[config.mk]
export PLATFORM = sky130hd
export DESIGN_NAME = accum_arbiter_flat
export DESIGN_NICKNAME = d
export VERILOG_FILES = /design/src/rtl/accum_arbiter_if.sv /design/src/rtl/accum_arbiter.sv /design/src/flat_wrapper.sv
export SDC_FILE = /design/constraint.sdc
export NUM_CORES = 1
export LEC_CHECK = 0
export CELL_PAD_IN_SITES_DETAIL_PLACEMENT = 1
export CELL_PAD_IN_SITES_GLOBAL_PLACEMENT = 1
export CORE_MARGIN = 8
export CORE_UTILIZATION = 34
export CTS_BUF_LIST = sky130_fd_sc_hd__clkbuf_16
export DETAILED_ROUTE_END_ITERATION = 16
export GPL_TIMING_DRIVEN = 0
export HOLD_SLACK_MARGIN = 0.05
export PLACE_DENSITY = 0.83
export SYNTH_ARGS = -nofsm -noshare
export SYNTH_HDL_FRONTEND = slang
export SYNTH_SLANG_ARGS = --single-unit
[constraint.sdc]
create_clock -name clk_i -period 3.3 [get_ports clk_i]
set_clock_uncertainty 0.05 [all_clocks]
set_input_delay 0.66 -clock clk_i [delete_from_list [all_inputs] [get_ports clk_i]]
set_output_delay 0.66 -clock clk_i [all_outputs]
set_load 0.01 [all_outputs]
[src/rtl/accum_arbiter_if.sv]
`default_nettype none
// ============================================================================
// Module   : accum_arbiter_if
// Brief    : Operand request and burst-sum result bundle for accum_arbiter.
// Revision : 1.0 - initial release
// ============================================================================
interface accum_arbiter_if #(
    parameter int WIDTH_P = 8,
    parameter int NUM_REQ = 4
);
    localparam int ID_W = (NUM_REQ > 1) ? $clog2(NUM_REQ) : 1;

    logic [NUM_REQ-1:0]         req_valid_i;
    logic [NUM_REQ*WIDTH_P-1:0] req_data_i;
    logic [NUM_REQ-1:0]         req_last_i;
    logic [NUM_REQ-1:0]         req_ready_o;
    logic                       res_valid_o;
    logic [WIDTH_P-1:0]         res_data_o;
    logic [ID_W-1:0]            res_id_o;
    logic                       res_ready_i;
    logic                       busy_o;

    modport slave (
        input  req_valid_i, req_data_i, req_last_i, res_ready_i,
        output req_ready_o, res_valid_o, res_data_o, res_id_o, busy_o
    );

    modport master (
        output req_valid_i, req_data_i, req_last_i, res_ready_i,
        input  req_ready_o, res_valid_o, res_data_o, res_id_o, busy_o
    );
endinterface
`default_nettype wire

[src/rtl/accum_arbiter.sv]
`default_nettype none
// ============================================================================
// Module   : accum_arbiter
// Brief    : Round-robin shared burst accumulator; define ACCUM_ARBITER_SAT_EN
//            for unsigned saturating accumulation instead of wrap-around.
// Revision : 1.0 - initial release
// ============================================================================
module accum_arbiter #(
    parameter int WIDTH_P = 8,
    parameter int NUM_REQ = 4
) (
    input  logic           clk_i,
    input  logic           rst_ni,
    accum_arbiter_if.slave bus
);
    localparam int ID_W = (NUM_REQ > 1) ? $clog2(NUM_REQ) : 1;

    typedef enum logic [1:0] {
        S_IDLE   = 2'd0,
        S_ACCUM  = 2'd1,
        S_RESULT = 2'd2
    } state_t;

    state_t               r_state;
    state_t               w_state_nxt;
    logic [WIDTH_P-1:0]   r_acc;
    logic [WIDTH_P-1:0]   r_res_data;
    logic [ID_W-1:0]      r_res_id;
    logic                 r_res_valid;
    logic [ID_W-1:0]      r_grant;
    logic [ID_W-1:0]      r_rr_ptr;

    logic [WIDTH_P-1:0]   w_ops [NUM_REQ];
    logic [WIDTH_P-1:0]   w_beat;
    logic [WIDTH_P-1:0]   w_sum;
    logic [ID_W-1:0]      w_pick;
    logic [ID_W-1:0]      w_grant_inc;
    logic [NUM_REQ-1:0]   w_ready;
    logic                 w_found;
    logic                 w_xfer;
    logic                 w_last;
    int                   w_scan;

    for (genvar g = 0; g < NUM_REQ; g++) begin : g_unpack
        assign w_ops[g] = bus.req_data_i[g*WIDTH_P +: WIDTH_P];
    end

    assign w_beat      = w_ops[r_grant];
    assign w_xfer      = (r_state == S_ACCUM) && bus.req_valid_i[r_grant];
    assign w_last      = bus.req_last_i[r_grant];
    assign w_grant_inc = (r_grant == ID_W'(NUM_REQ - 1)) ? '0 : r_grant + 1'b1;

`ifdef ACCUM_ARBITER_SAT_EN
    logic [WIDTH_P:0] w_sum_ext;
    assign w_sum_ext = {1'b0, r_acc} + {1'b0, w_beat};
    // Adding non-negative operands keeps an all-ones accumulator pinned there.
    assign w_sum     = w_sum_ext[WIDTH_P] ? {WIDTH_P{1'b1}} : w_sum_ext[WIDTH_P-1:0];
`else
    assign w_sum     = r_acc + w_beat;
`endif

    // First requesting index at or after the round-robin pointer.
    always_comb begin
        w_found = 1'b0;
        w_pick  = '0;
        w_scan  = 0;
        for (int i = 0; i < NUM_REQ; i++) begin
            w_scan = int'(r_rr_ptr) + i;
            if (w_scan >= NUM_REQ) begin
                w_scan = w_scan - NUM_REQ;
            end
            if (!w_found && bus.req_valid_i[w_scan[ID_W-1:0]]) begin
                w_found = 1'b1;
                w_pick  = w_scan[ID_W-1:0];
            end
        end
    end

    always_comb begin
        w_state_nxt = r_state;
        w_ready     = '0;
        case (r_state)
            S_IDLE: begin
                if (w_found) begin
                    w_state_nxt = S_ACCUM;
                end
            end
            S_ACCUM: begin
                w_ready[r_grant] = 1'b1;
                if (w_xfer && w_last) begin
                    w_state_nxt = S_RESULT;
                end
            end
            S_RESULT: begin
                if (bus.res_ready_i) begin
                    w_state_nxt = S_IDLE;
                end
            end
            default: w_state_nxt = S_IDLE;
        endcase
    end

    always_ff @(posedge clk_i or negedge rst_ni) begin
        if (!rst_ni) begin
            r_state     <= S_IDLE;
            r_acc       <= '0;
            r_grant     <= '0;
            r_rr_ptr    <= '0;
            r_res_valid <= 1'b0;
            r_res_data  <= '0;
            r_res_id    <= '0;
        end else begin
            r_state <= w_state_nxt;
            case (r_state)
                S_IDLE: begin
                    if (w_found) begin
                        r_grant <= w_pick;
                        r_acc   <= '0;
                    end
                end
                S_ACCUM: begin
                    if (w_xfer) begin
                        r_acc <= w_sum;
                        if (w_last) begin
                            r_res_data  <= w_sum;
                            r_res_id    <= r_grant;
                            r_res_valid <= 1'b1;
                            r_rr_ptr    <= w_grant_inc;
                        end
                    end
                end
                S_RESULT: begin
                    if (bus.res_ready_i) begin
                        r_res_valid <= 1'b0;
                    end
                end
                default: begin
                end
            endcase
        end
    end

    assign bus.req_ready_o = w_ready;
    assign bus.res_valid_o = r_res_valid;
    assign bus.res_data_o  = r_res_data;
    assign bus.res_id_o    = r_res_id;
    assign bus.busy_o      = (r_state != S_IDLE);
endmodule
`default_nettype wire

[src/flat_wrapper.sv]
// flat-port wrapper written by rule: the top's interface ports become plain ports
module accum_arbiter_flat 
#(
    parameter int WIDTH_P = 8,
    parameter int NUM_REQ = 4
)
  (clk_i, rst_ni, bus_req_valid_i, bus_req_data_i, bus_req_last_i, bus_res_ready_i, bus_req_ready_o, bus_res_valid_o, bus_res_data_o, bus_res_id_o, bus_busy_o);
  accum_arbiter_if #(.WIDTH_P(WIDTH_P), .NUM_REQ(NUM_REQ)) bus_i ();
  input  logic clk_i;
  input  logic rst_ni;
  input wire logic [$bits(bus_i.req_valid_i)-1:0] bus_req_valid_i;
  input wire logic [$bits(bus_i.req_data_i)-1:0] bus_req_data_i;
  input wire logic [$bits(bus_i.req_last_i)-1:0] bus_req_last_i;
  input wire logic [$bits(bus_i.res_ready_i)-1:0] bus_res_ready_i;
  output wire logic [$bits(bus_i.req_ready_o)-1:0] bus_req_ready_o;
  output wire logic [$bits(bus_i.res_valid_o)-1:0] bus_res_valid_o;
  output wire logic [$bits(bus_i.res_data_o)-1:0] bus_res_data_o;
  output wire logic [$bits(bus_i.res_id_o)-1:0] bus_res_id_o;
  output wire logic [$bits(bus_i.busy_o)-1:0] bus_busy_o;
  assign bus_i.req_valid_i = bus_req_valid_i;
  assign bus_i.req_data_i = bus_req_data_i;
  assign bus_i.req_last_i = bus_req_last_i;
  assign bus_i.res_ready_i = bus_res_ready_i;
  assign bus_req_ready_o = bus_i.req_ready_o;
  assign bus_res_valid_o = bus_i.res_valid_o;
  assign bus_res_data_o = bus_i.res_data_o;
  assign bus_res_id_o = bus_i.res_id_o;
  assign bus_busy_o = bus_i.busy_o;
  accum_arbiter #(.WIDTH_P(WIDTH_P), .NUM_REQ(NUM_REQ)) u_core (.clk_i(clk_i), .rst_ni(rst_ni), .bus(bus_i));
endmodule
==> results of run 1 <==
==> report_power, final <==
group          switching [W]  leakage [nW]  total, W  internal [W]
logic               0.000686         0.688   0.00141      0.000725
clock network       0.000103        0.0423  0.000265      0.000162
registers           0.000118         0.308  0.000572      0.000454
==> logic make-up after synthesis <==
family	after synthesis	share of synthesized area, %
buffers and inverters	13	3.81
XOR/XNOR	7	3.73
multiplexers	15	18.2
AND/OR/NAND/NOR	41	11.9
AO/OA/AOI/OAI	41	14.8
flip-flops	25	38.1
adder cells (fa/ha/maj)	12	9.59
==> cell type report <==
class                           count  area (µm²)
Sequential cell                    25         627
Fill cell                         525        2320
Clock buffer                        3        75.1
Clock inverter                      1        3.75
Multi-Input combinational cell    116         956
Timing Repair Buffer               58         581
Tap cell                           54        67.6
Buffer                              6        40.0
Inverter                            7        26.3
==> cell usage in the layout, fill, tap and decap left out <==
cell	n
a2111oi_0	1
nand2b_1	6
a21o_1	4
clkbuf_1	1
mux4_1	1
ha_1	11
and2_1	5
mux2i_1	1
nand2_1	22
dfrtp_2	1
a211oi_1	1
dfrtp_1	24
o31ai_1	3
a21oi_1	9
o21bai_1	1
nor2_1	4
buf_4	2
clkbuf_2	1
or2_2	1
buf_6	1
a31oi_1	1
mux4_2	9
o211ai_1	1
xnor2_1	4
or4_1	1
and2_4	1
a22o_1	2
xor2_1	3
nor2b_1	1
clkdlybuf4s50_1	58
fa_1	1
o21ai_0	18
clkbuf_16	3
buf_2	1
mux2_4	4
inv_1	8
==> worst reg2reg max path, cell delays in order, from the launching register on <==
cell     delay (ns)
dfrtp_2        0.46
buf_4          0.26
mux4_2         0.53
ha_1           0.25
fa_1           0.42
a21o_1         0.19
a21oi_1        0.24
o21ai_0        0.16
xor2_1         0.18
mux2_4         0.28
==> through the flow <==
step                      instances  util (%)  power [W]  setup WS (ns)  hold WS, ns
after floorplan                 154         -    0.00149          0.358        0.314
after global placement          266      48.9    0.00192        -0.0310        0.415
after detailed placement        266      48.9    0.00198        -0.0746        0.424
after CTS                       270      50.6    0.00227         0.0326        0.438
after global routing            270      50.6    0.00244         0.0401        0.487
final                           270      50.6    0.00225          0.161        0.428
==> layer usage <==
metal	up-vias	track usage [%]
met5	-	0
met4	0	5.10
met3	4	1.91
met2	29	24.3
met1	709	17.2
li1	676	-
==> state kept, by name, summed over array words and instances, names as in the netlist <==
register and flops:
u_core.bus.res_data_o 8, u_core.bus.res_id_o 2, u_core.bus.res_valid_o 1, u_core.r_acc 8
u_core.r_grant 2, u_core.r_rr_ptr 2, u_core.r_state 2
==> repair_timing <==
item	4_1_cts	5_1_grt
pin swaps	0	0
gates resized for setup	1	2
setup endpoints to repair	2	2
hold buffers	0	0
==> final timing paths <==
path / slack [ns] / depth (start not counted) / end / startpoint
hold / removal: 0.43 / 2 / u_core.bus.res_data_o[2] / u_core.bus.res_data_o[2]
max in group asynchronous: 1.46 / 1 / u_core.r_grant[0] / rst_ni
hold reg to reg: 0.43 / 2 / u_core.bus.res_data_o[2] / u_core.bus.res_data_o[2]
min in group asynchronous: 0.97 / 1 / u_core.bus.res_data_o[6] / rst_ni
setup / recovery: 0.16 / 9 / u_core.bus.res_data_o[6] / bus_req_data_i[24]
setup reg to reg: 0.17 / 9 / u_core.bus.res_data_o[6] / u_core.r_grant[0]
==> metrics.cfg, run 1 <==
[routing]
met2_length_um = 2510
dr_wl_met3_um = 156
maxUsedRoutingLayer = met4
viasPerCell = 5.25
routedWlPerCell_um = 18.1
wl_met1_um = 2160
drc = 0
route.vias.total = 1418
drt_iter0_drc = 48
drt-total-wl_um = 4890
ant_nets = 0
dr.pass1.iters = 4

[setup_path]
path_class = input pin to register
cp_slowest_cell = mux4_2
crit_family = multiplexers
cp_cell_sequence = clkdlybuf4s50_1 > mux4_2 > ha_1 > fa_1 > a21o_1 > a21oi_1 > o21ai_0 > xor2_1 > mux2_4
path_buf_inv = 1
max_stage_delay_ns = 0.47
crit_fanout = 3
end_kind = register
startpoint_type = input pin
cp.arrival_ns = 3.23
crit_required_ns = 3.39

[yosys]
syn_nets = 209
synth.distinct_cells = 33
yosys-top-cells-area = dfrtp_1 38%, mux4_2 12%, ha_1 8.4%
yosysWarnings = 0
synthArstFlopShare_pct = 100
netlist_top_cells_count = 25 x dfrtp_1, 22 x nand2_1, 18 x o21ai_0
synth_edf_count = 0
yosys.area.top_type = dfrtp_1
yosys.area.top_type_share_pct = 38.1
synthCells = 154
synth_area_mm2 = 0.00164
yosysMostFrequentCell = dfrtp_1
ys_seq_area_share_pct = 38.1
synth_ff_type = dfrtp_1
ys_seq_elements = 25
avgSynthCellArea_um2 = 10.7

[placed_design]
port_buffers = 58
dpl_cell_area_mm2 = 0.00229
gp_congestion = 0.779
dp_hpwl_um = 3970

[clock_network]
tritoncts = yes
htree_levels = 1
clk-insertion-delay-late_ns = 0.26
cts_sinks = 25
post_cts_buffers = 0
cts_buffers = 3
cts-root-buf = clkbuf_16
clockBufferDepth = 2
clk_pin_slew_ns = 0.06

[die]
io_pins = 59
placementRows = 25
core_mm2 = 0.00469
die_h_um = 85.5
start_util_pct = 35.0
dieArea_mm2 = 0.00732
die_w_um = 85.5

[sta]
rsz0062_at_grt = false
setup_viol = 0
period_minus_slack_ns = 3.14
timing.max_slew.rel_slack_pct = 22.9
fin_setup_tns_ns = 0
worst_pin_slew_ns = 1.15
period_share_pct = 95.1
finalHoldViolCount = 0
slew_viol_final = 0
fmax_mhz = 319

[cells_and_area]
final_cell_area_mm2 = 0.00238
syn2layout_area_growth_pct = 44.5
insertedDiodeCount = 0
drive_above_1_share_pct = 11.1
nets = 272

[global_routing]
grt_max_degree = 26
grt_pass1_vias = 1644
grt.overflow.total = 0
antenna_found_initial = 0
grt_usage_pct = 14.0
grt_pass1_wl_um = 8190

[run_status]
status = finished, final reports clean

[power_and_ir_drop]
leakagePower_nw = 1.04
vdd_ir_drop_max_v = 0.000357
p_per_area_mw_per_mm2 = 946

[hold_path]
hold_class = register to register

[flow_run]
drv_cap = 0

(Power assumes the default switching activity.)
==> run 2, diff against run 1 <==
--- a/config.mk
+++ b/config.mk
@@ -7,7 +7,7 @@
 export LEC_CHECK = 0
 export CELL_PAD_IN_SITES_DETAIL_PLACEMENT = 1
 export CELL_PAD_IN_SITES_GLOBAL_PLACEMENT = 1
-export CORE_MARGIN = 8
+export CORE_MARGIN = 4
 export CORE_UTILIZATION = 34
 export CTS_BUF_LIST = sky130_fd_sc_hd__clkbuf_16
 export DETAILED_ROUTE_END_ITERATION = 16
==> metrics.cfg, run 2 (synthesis results as in run 1) <==
[sta]
slew_viol_final = 0  ; unchanged
setup_viol = 0  ; unchanged
timing.max_slew.rel_slack_pct = 23.4  ; +0.41 points
setup_slack_ns = 0.160  ; -0.000960 ns
period_minus_slack_ns = 3.14  ; +0.000960 ns
finalHoldViolCount = 0  ; unchanged
rsz0062_at_grt = false
fmax_mhz = 318  ; about the same
period_share_pct = 95.2  ; about the same
worst_pin_slew_ns = 1.15  ; -0.00616 ns

[clock_network]
clk_pin_slew_ns = 0.07  ; about the same
cts_buffers = 3  ; unchanged
post_cts_buffers = 0  ; unchanged
htree_levels = 1  ; unchanged
cts_sinks = 25  ; unchanged
cts-root-buf = clkbuf_16
tritoncts = yes
holdBufCountCts = 0  ; unchanged
clk-insertion-delay-late_ns = 0.26  ; about the same
clockBufferDepth = 2  ; unchanged

[setup_path]
regToRegSetupSlack_ns = 0.21  ; +0.04 ns
cp.arrival_ns = 3.23  ; about the same
path_buf_inv = 1  ; unchanged
crit_family = multiplexers
end_kind = register
startpoint_type = input pin
max_stage_delay_ns = 0.47  ; about the same
cp_cell_sequence = clkdlybuf4s50_1 > mux4_2 > ha_1 > fa_1 > a21o_1 > a21oi_1 > o21ai_0 > xor2_1 > mux2_4
crit_fanout = 3  ; unchanged
path_class = input pin to register
cp_slowest_cell = mux4_2
crit_required_ns = 3.39  ; about the same

[power_and_ir_drop]
vdd_ir_drop_max_v = 0.000368  ; +2.9%
p_per_area_mw_per_mm2 = 948  ; +0.23%
leakagePower_nw = 1.04  ; unchanged

[global_routing]
grt_usage_pct = 16.0  ; +2.0 points
grt_pass1_wl_um = 7600  ; -7.3%
grt.overflow.total = 0  ; unchanged
antenna_found_initial = 0  ; unchanged
grt_max_degree = 26  ; unchanged
grt_pass1_vias = 1504  ; -8.5%

[die]
core_mm2 = 0.00469  ; unchanged
start_util_pct = 35.0  ; unchanged
die_h_um = 77.5  ; -9.4%
die_w_um = 77.5  ; -9.4%
io_pins = 59  ; unchanged
dieArea_mm2 = 0.00601  ; -18%
placementRows = 25  ; unchanged

[placed_design]
gp_congestion = 0.766  ; -1.6%
port_buffers = 58  ; unchanged
dpl_cell_area_mm2 = 0.00229  ; unchanged
dp_hpwl_um = 3610  ; -9.0%
place_ws_ns = -0.0739  ; +0.000717 ns

[routing]
ant_nets = 0  ; unchanged
viasPerCell = 5.25  ; about the same
routedWlPerCell_um = 16.8  ; -7.3%
route.vias.total = 1417  ; -0.071%
dr.pass1.iters = 4  ; unchanged
drt-total-wl_um = 4530  ; -7.3%
drc = 0  ; unchanged
drt_iter0_drc = 45  ; -6.3%

[cells_and_area]
drive_above_1_share_pct = 11.1  ; unchanged
nets = 272  ; unchanged
mostFrequentLayoutCell = clkdlybuf4s50_1
syn2layout_area_growth_pct = 44.5  ; unchanged
final_cell_area_mm2 = 0.00238  ; unchanged
final_cell_mix = 58 x clkdlybuf4s50_1, 24 x dfrtp_1, 22 x nand2_1
insertedDiodeCount = 0  ; unchanged
final_util_pct = 50.6  ; unchanged
regArea_um2 = 627  ; unchanged
multiInputGateArea_um2 = 956  ; unchanged
num-fill-cells = 525  ; unchanged

[hold_path]
hold_class = register to register

[run_status]
status = finished, final reports clean

[flow_run]
drv_cap = 0  ; unchanged

==> run 2: cell counts in the layout (fill, tap and decap cells not counted) <==
No cell type changed its count.
==> run 2: metrics by stage <==
stage          TNS, ns  cells  hold WS, ns  power, W
4_1_cts              0    270        0.443   0.00227
2_1_floorplan        0    154        0.314   0.00149
6_report             0    270        0.432   0.00225
5_1_grt              0    270        0.459   0.00246
3_3_place_gp   -0.0210    266        0.414   0.00192
3_5_place_dp   -0.0908    266        0.427   0.00197
==> run 2: path summary, 6_finish.rpt <==
| path | end | cells after the start | start |
|---|---|---|---|
| worst max-delay path | u_core.bus.res_data_o[6] | 9 | bus_req_data_i[24] |
| worst min-delay path | u_core.bus.res_data_o[7] | 2 | u_core.bus.res_data_o[7] |
| worst max register to register | u_core.bus.res_data_o[6] | 9 | u_core.r_grant[0] |
| worst min register to register | u_core.bus.res_data_o[7] | 2 | u_core.bus.res_data_o[7] |
| max in group asynchronous | u_core.r_grant[0] | 1 | rst_ni |
| min in group asynchronous | u_core.bus.res_data_o[1] | 1 | rst_ni |
==> run 2: per-layer routing <==
layer	share of wire, %	track usage [%]
met1	45	21.7
met2	50	27.2
met3	3.9	1.62
met4	1.2	4.45
met5	0	0
==> run 2: worst min-delay path, cell delays in order, from the launching register on <==
cell and delay (ns):
dfrtp_1 0.34, nand2_1 0.05, o21ai_0 0.06
==> run 2: cell type report <==
cell class / count / area share, %
inverters: 7 / 1.11
plain buffers: 6 / 1.69
repair buffers: 58 / 24.4
flip-flops and latches: 25 / 26.4
clock buffers: 3 / 3.16
clock inverters: 1 / 0.158
multi-input cells: 116 / 40.2
well taps: 54 / 2.84
==> run 2: where the power goes <==
group          switching [W]  leakage [nW]  internal [W]  total (W)
combinational       0.000685         0.688      0.000726    0.00141
clock               0.000110        0.0423      0.000162   0.000272
sequential          0.000116         0.308      0.000454   0.000569
total               0.000911          1.04       0.00134    0.00225
==> run 2: what timing repair did <==
| action | in CTS | in global routing |
|---|---|---|
| resized for setup | 1 | 2 |
| hold endpoints to repair | 0 | 0 |
| endpoints found under the setup margin | 1 | 2 |
